`src/rtl/matrix_result_packer_pkg.sv`:
```
// Shared widths, state encoding and entry-to-slot mapping for the result packer.
// Used by the packer top level and its pair accumulator.
package matrix_result_packer_pkg;
  localparam int EW = 3;
  localparam int PW = 2 * EW;
  localparam int RW = 2 * EW + 1;
  localparam logic [3:0] ENTRY_LAST = 4'd7;

  typedef enum logic [1:0] {
    IDLE  = 2'd0,
    ACCUM = 2'd1,
    FULL  = 2'd2
  } state_t;

  // Each result element is built from an adjacent even/odd entry pair.
  function automatic logic [1:0] entry_slot(input logic [3:0] entry);
    return entry[2:1];
  endfunction
endpackage

```
`src/rtl/matrix_result_packer_pair.sv`:
```
// Holds the first product of a pair and forms the widened pair sum.
// Sum is combinational from acc and the current product; acc loads in one cycle.
module matrix_result_packer_pair #(
  parameter int PW = 6,
  parameter int RW = 7
) (
  input  logic          clk,
  input  logic          rst_n,
  input  logic          load,
  input  logic [PW-1:0] product,
  output logic [RW-1:0] sum
);
  logic [RW-1:0] acc;
  logic [RW-1:0] product_ext;

  assign product_ext = {{(RW-PW){1'b0}}, product};
  assign sum         = acc + product_ext;

  always_ff @(posedge clk or negedge rst_n) begin
    if (!rst_n) begin
      acc <= '0;
    end else if (load) begin
      acc <= product_ext;
    end
  end
endmodule

```
`src/rtl/matrix_result_packer.sv`:
```
// Sums entry-tagged product pairs into a packed 2x2 result; valid right after entry 7.
// Holds the result under valid/ready; in_ready is low while a result is pending.
module matrix_result_packer
  import matrix_result_packer_pkg::*;
#(
  parameter int EW = matrix_result_packer_pkg::EW
) (
  input  logic                  clk,
  input  logic                  rst_n,
  input  logic                  in_valid,
  output logic                  in_ready,
  input  logic [3:0]            entry,
  input  logic [2*EW-1:0]       product,
  output logic [4*(2*EW+1)-1:0] result,
  output logic                  result_valid,
  input  logic                  result_ready,
  output logic                  seq_err
);
  localparam int LPW = 2 * EW;
  localparam int LRW = 2 * EW + 1;

  state_t        state;
  logic [2:0]    exp;
  logic          accept;
  logic          in_order;
  logic          acc_load;
  logic [LRW-1:0] sum;

  assign in_ready = (state != FULL);
  assign accept   = in_valid && in_ready;
  assign in_order = (entry == {1'b0, exp});
  // An out-of-order entry 0 still opens a fresh frame, so it loads acc too.
  assign acc_load = accept && !entry[0] && (in_order || entry == 4'd0);

  matrix_result_packer_pair #(
    .PW(LPW),
    .RW(LRW)
  ) u_pair (
    .clk    (clk),
    .rst_n  (rst_n),
    .load   (acc_load),
    .product(product),
    .sum    (sum)
  );

  always_ff @(posedge clk or negedge rst_n) begin
    if (!rst_n) begin
      state        <= IDLE;
      exp          <= 3'd0;
      result       <= '0;
      result_valid <= 1'b0;
      seq_err      <= 1'b0;
    end else begin
      seq_err <= 1'b0;
      case (state)
        FULL: begin
          if (result_ready) begin
            result_valid <= 1'b0;
            state        <= IDLE;
            exp          <= 3'd0;
          end
        end
        default: begin
          if (accept) begin
            if (in_order) begin
              if (entry[0]) begin
                result[int'(entry_slot(entry))*LRW +: LRW] <= sum;
              end
              if (entry == ENTRY_LAST) begin
                result_valid <= 1'b1;
                state        <= FULL;
                exp          <= 3'd0;
              end else begin
                state <= ACCUM;
                exp   <= exp + 3'd1;
              end
            end else begin
              seq_err <= 1'b1;
              if (entry == 4'd0) begin
                state <= ACCUM;
                exp   <= 3'd1;
              end else begin
                state <= IDLE;
                exp   <= 3'd0;
              end
            end
          end
        end
      endcase
    end
  end
endmodule

```
`config.mk`:
```
export PLATFORM = sky130hd
export DESIGN_NAME = matrix_result_packer
export DESIGN_NICKNAME = d
export VERILOG_FILES = /design/src/rtl/matrix_result_packer_pkg.sv /design/src/rtl/matrix_result_packer_pair.sv /design/src/rtl/matrix_result_packer.sv
export SDC_FILE = /design/constraint.sdc
export NUM_CORES = 1
export LEC_CHECK = 0
export CELL_PAD_IN_SITES_DETAIL_PLACEMENT = 1
export CELL_PAD_IN_SITES_GLOBAL_PLACEMENT = 1
export CORE_UTILIZATION = 43
export CTS_CLUSTER_SIZE = 30
export DETAILED_ROUTE_END_ITERATION = 12
export GPL_ROUTABILITY_DRIVEN = 0
export HOLD_SLACK_MARGIN = 0.12
export PLACE_DENSITY = 0.94
export SLEW_MARGIN = 20
export SYNTH_ARGS = -nofsm -noshare
export SYNTH_HDL_FRONTEND = slang
export SYNTH_SLANG_ARGS = --single-unit
```
`constraint.sdc`:
```
create_clock -name clk -period 2.9 [get_ports clk]
set_clock_uncertainty 0.2 [all_clocks]
set_input_delay 0.87 -clock clk [delete_from_list [all_inputs] [get_ports clk]]
set_output_delay 0.87 -clock clk [all_outputs]
set_load 0.01 [all_outputs]
```
==> results of run 1 <==
[cells by family after synthesis]
kind of cell | Yosys count | synth area share (%)
AND/OR/NAND/NOR | 50 | 14.7
XOR/XNOR | 6 | 2.48
multiplexers | 18 | 9.08
AO/OA/AOI/OAI | 38 | 14.6
flip-flops | 41 | 48.3
buffers and inverters | 15 | 2.77
adder cells (fa/ha/maj) | 13 | 8.02
[final timing paths]
check / start / to
worst min-delay path: result[24] / result[24]
worst max register to register: u_pair.acc[1] / result[19]
max in group asynchronous: rst_n / result[25]
worst min register to register: result[24] / result[24]
worst max-delay path: entry[2] / result[11]
min in group asynchronous: rst_n / u_pair.acc[1]
[worst max-delay path: stages]
cell	delay [ns]
clkdlybuf4s50_1	0.50
inv_1	0.18
buf_4	0.14
ha_1	0.15
nor4b_1	0.40
buf_4	0.21
nand3_1	0.20
o2bb2ai_1	0.26
[power by group]
group          internal (W)  switching [W]
Sequential         0.000602      0.0000213
Combinational      0.000215       0.000264
Clock              0.000281       0.000211
[through the flow]
stage / hold slack, ns / instance area [sq um] / power [W] / util, % / setup TNS (ns)
2_1_floorplan: 0.242 / 2120 / 0.000853 / - / 0
3_3_place_gp: 0.252 / 2880 / 0.00103 / 61.0 / -1.59
4_1_cts: 0.297 / 3010 / 0.00157 / 63.7 / 0
6_report: 0.294 / 3040 / 0.00159 / 64.4 / 0
3_5_place_dp: 0.271 / 2880 / 0.00107 / 61.0 / -4.52
5_1_grt: 0.303 / 3040 / 0.00165 / 64.4 / -0.211
[per-layer routing]
metal	global-route usage, %	vias to the layer above
met1	34.4	965
li1	-	835
met4	12.0	0
met5	0	-
met2	47.7	66
met3	5.97	27
[sequential cells by signal (all words and copies together) (netlist names)]
| register | flops |
|---|---|
| result | 28 |
| state | 2 |
| seq_err | 1 |
| exp | 3 |
| result_valid | 1 |
| u_pair.acc | 6 |
[cells in the mapped netlist, drive strengths merged]
master   instances
mux2i            8
a2bb2oi          1
and4             2
nor2             3
ha              12
nor2b            7
dfrtp           41
mux2            10
clkbuf           2
o31ai            1
or4              1
nand3            5
nor3             4
o211a            1
a21o             6
fa               1
xnor2            1
a221o            1
a21oi            3
nand4b           1
nand2b           1
nor3b            3
nor4             5
inv             11
a211oi           2
o21bai           1
xor2             5
o2bb2ai         17
nand2           12
a22o             1
nor4b            5
buf              2
o21a             1
o21ai            2
nand3b           1
a2111oi          1
[what timing repair did]
item | CTS | global route
setup endpoints to repair | 3 | 11
gates resized for setup | 3 | 6
hold endpoints to repair | 0 | 0
setup buffers | 0 | 1
[area by class of cell]
type                       instances  area [sq um]
fill                             493          1680
sequential                        41          1030
clock inverter                     1          30.0
timing repair buffer              79           701
clock buffer                       7          86.3
multi-input combinational        125          1070
inverter                          11          41.3
tap                               67          83.8
[cell usage in the layout (no fill, tap or decap), types with 5 or more instances in the layout]
cell type         n
a21o_1            6
buf_4            35
clkbuf_8          6
clkdlybuf4s50_1  42
dfrtp_1          41
ha_1             12
inv_1            11
mux2_2           10
mux2i_1           8
nand2_1          12
nand3_1           5
nor2b_1           6
o2bb2ai_1        17
==> flow_summary.yaml, run 1 <==
status:
  run_status: "completed"
cells_and_area:
  area_growth_pct: 43.4
  n_antenna_cell: 0
  fin_nets: 290
  drive_gt1_share_pct: 24.6
  instances_no_fill: 331
hold_path:
  holdPathStages: 1
  hold_class: "flop to flop"
grt:
  grt_max_degree: 42
  antenna_found_initial: 0
  grt_usage_pct: 28.0
  gr-total-overflow: 0
  grt_pass1_wl_um: 10800
  grt_pass1_vias: 2034
yosys:
  synth_nets: 208
  syn-mean-instance-area_sq_um: 11.7
  yosysWarningCount: 0
  ys_types: 39
  seq_area_frac_synth_pct: 48.3
  synth_cells: 181
  synth_top_area_share_pct: 48.3
  synth.largest_area_cell: "dfrtp_1"
  synth_area_sq_um: 2120
  synth.area.top_cells: "dfrtp_1 48%, ha_1 7.1%, o2bb2ai_1 7.0%, mux2_2 5.3%, mux2i_1 3.8%"
  ys_ff_latch: 41
worst_setup_path:
  crit_path_end_kind: "flop"
  r2r_setup_slack_ns: 0.75
  r2r_cells: 6
  path_class: "input pin to flop"
  start_kind: "input pin"
  worstPathMaxFanout: 4
  crit_required_ns: 2.91
  worstPathArrival_ns: 2.91
clocking:
  cts_num_sinks: 41
  cts.path.max_buffers: 2
  cts_tree: "yes"
  cts.clk_slew.worst_paths_ns: 0.08
  cts_buffers: 5
  ctsHtreeMaxLevel: 2
  holdBufCountCts: 0
  cts_root_buf: "clkbuf_8"
  clk_latency_ns: 0.30
die:
  core_area_sq_um: 4720
  rows: 25
  die_x_um: 72.3
  die_h_um: 72.3
  io_pins: 45
  initial_core_util_pct: 44.9
  die_area_sq_um: 5220
routing:
  wl_per_cell_um: 21.3
  top_layer: "met4"
  drtPass1Iterations: 4
  drt-total-wl_um: 7040
  met1_length_um: 2990
  drt_iter0_drc: 120
  ant_nets: 0
  wl_met2_um: 3510
  drc_errors: 0
  route.vias.total: 1893
  vias_per_cell: 5.72
  wl_met3_um: 260
timing:
  setup_violations: 0
  maxSlewHeadroom_pct: 58.7
  worst_slack_ns: 0.00140
  period_minus_slack_ns: 2.90
  fin_crit_sh_pct: 100
  hold_violations: 0
  rsz0062_at_grt: "true"
  maxSlewViolCount: 0
  worst_slew_pin_slew_ns: 0.603
  fmax_ghz: 0.345
placement:
  post-place-ws_ns: -0.280
  dp_hpwl_um: 4780
  dpl.cell_count: 322
  io_buffer_count: 44
run:
  max_cap_viol_count: 0
power:
  power.density_nw_per_um2: 524
  vdd_drop_max_mv: 0.260
  power_leakage_nw: 1.45
Note: power is estimated with default switching activity, not from simulation.
==> inputs of run 2 (changes only) <==
Settings changed: SETUP_SLACK_MARGIN set to 0.15.
==> flow_summary.yaml, run 2 (synthesized netlist as in run 1, its figures left out) <==
clocking:
  cts_num_sinks: 41
  cts_root_buf: "clkbuf_8"
  cts.path.max_buffers: 2
  post_cts_buffers: 0
  clk_latency_ns: 0.31
  holdBufCountCts: 0
  cts.clk_slew.worst_paths_ns: 0.09
  cts_buffers: 5
  cts_tree: "yes"
  ctsHtreeMaxLevel: 2
power:
  power_leakage_nw: 1.48
  power.density_nw_per_um2: 518
  vdd_drop_max_mv: 0.337
  finalPower_w: 0.00164
timing:
  rsz0062_at_grt: "false"
  setup_violations: 0
  fin_crit_sh_pct: 95.6
  worst_slew_pin_slew_ns: 0.651
  maxSlewViolCount: 0
  tns_ns: 0
  hold_violations: 0
  maxSlewHeadroom_pct: 55.4
  period_minus_slack_ns: 2.77
  holdWs_ns: 0.304
  fmax_ghz: 0.361
cells_and_area:
  design_area_sq_um: 3160
  top_regs: "result: 28 flops, u_pair.acc: 6 flops, exp: 3 flops"
  nFillCells: 474
  max_flop_register: "result"
  fin_nets: 289
  multi_input_area_sq_um: 1200
  most-common-layout-cells: "41 x dfrtp_1, 39 x clkdlybuf4s50_1, 34 x buf_4, 13 x o2bb2ai_1, 12 x nand2_1"
  instances_no_fill: 330
  largest_reg_flops: 28
  final_common_cell: "dfrtp_1"
  register_area_sq_um: 1030
  drive_gt1_share_pct: 30.8
  n_antenna_cell: 0
  area_growth_pct: 49.1
routing:
  wl_met2_um: 4220
  drt-total-wl_um: 8080
  top_layer: "met4"
  ant_nets: 0
  drtPass1Iterations: 4
  wl_per_cell_um: 24.5
  wl_met3_um: 266
  vias_per_cell: 5.80
  route.vias.total: 1915
  met1_length_um: 3320
  drc_errors: 0
  drt_iter0_drc: 98
worst_setup_path:
  cp_top_family: "simple AND/OR/NAND/NOR gates"
  cp_num_buf_inv: 2
  worstPathMaxFanout: 5
  worstPathArrival_ns: 2.78
  crit_path_end_kind: "flop"
  slowest_stage: "clkdlybuf4s50_1"
  path_class: "input pin to flop"
  path_cells: "clkdlybuf4s50_1 -> nand2_1 -> nor4b_4 -> buf_4 -> nand3_1 -> o2bb2ai_1"
  start_kind: "input pin"
  crit_required_ns: 2.90
  cpPeakStageDelay_ns: 0.59
grt:
  antenna_found_initial: 0
  grt_usage_pct: 29.8
  grt_pass1_vias: 2100
  gr-total-overflow: 0
  grt_pass1_wl_um: 11300
  grt_max_degree: 42
placement:
  place_area_sq_um: 2880
  dpl.cell_count: 322
  io_buffer_count: 44
  dp_hpwl_um: 4780
hold_path:
  hold_class: "flop to flop"
run:
  max_cap_viol_count: 0
die:
  io_pins: 45
  rows: 25
  die_h_um: 72.3
  core_area_sq_um: 4720
  die_area_sq_um: 5220
  die_x_um: 72.3
  initial_core_util_pct: 44.9
status:
  run_status: "completed"
-- run 2: cell types whose count changed in the layout (fill, tap and decap cells not counted), sizes merged --
cell / before / now
clkdlybuf4s50: 42 / 39
dlygate4sd2: 0 / 1
buf: 36 / 35
dlymetal6s2s: 1 / 3
-- run 2: worst paths after layout --
check	from	endpoint	slack [ns]	cells past startpoint
min	result[8]	result[8]	0.30	1
max reg2reg	u_pair.acc[1]	result[26]	0.74	6
min reg2reg	result[8]	result[8]	0.30	1
max in group asynchronous	rst_n	state[0]	1.70	2
max	entry[0]	result[25]	0.13	6
min in group asynchronous	rst_n	u_pair.acc[2]	0.41	2
-- run 2: worst reg2reg max path: cells and delay by family, from the launching register on --
family / cells / cell delay [ns]
adders and majority gates: 1 / 0.28
AOI/OAI and AO/OA: 3 / 0.77
DFF: 1 / 0.46
and+or+nand+nor: 1 / 0.12
buffers and inverters: 1 / 0.21
-- run 2: power by group --
group          leakage (nW)  switching [W]  internal, W  total, W
registers             0.528      0.0000282     0.000602  0.000631
clock network        0.0585       0.000219     0.000281  0.000500
logic                 0.898       0.000280     0.000226  0.000506
-- run 2: cell type report --
type,count,share of cell area (%)
clock inverter,1,0.949
tap,67,2.65
multi-input combinational,125,37.9
timing repair buffer,78,22.0
clock buffer,7,2.73
inverter,11,1.31
sequential,41,32.4
-- run 2: stage by stage --
| step | setup WS (ns) | utilization [%] |
|---|---|---|
| after global placement | -0.133 | 61.0 |
| after CTS | 0.139 | 64.5 |
| after detailed placement | -0.280 | 61.0 |
| after floorplan | 0.405 | - |
| final | 0.128 | 67.0 |
| after global routing | 0.105 | 67.0 |
-- run 2: routing by layer --
metal	track usage (%)	up-vias
li1	-	831
met1	36.9	982
met2	49.4	77
met3	5.28	25
met4	16.1	0
met5	0	-
-- run 2: repair_timing --
item | CTS | global route
pin swaps | 4 | 4
gates resized for setup | 11 | 23
endpoints found under the setup margin | 20 | 37
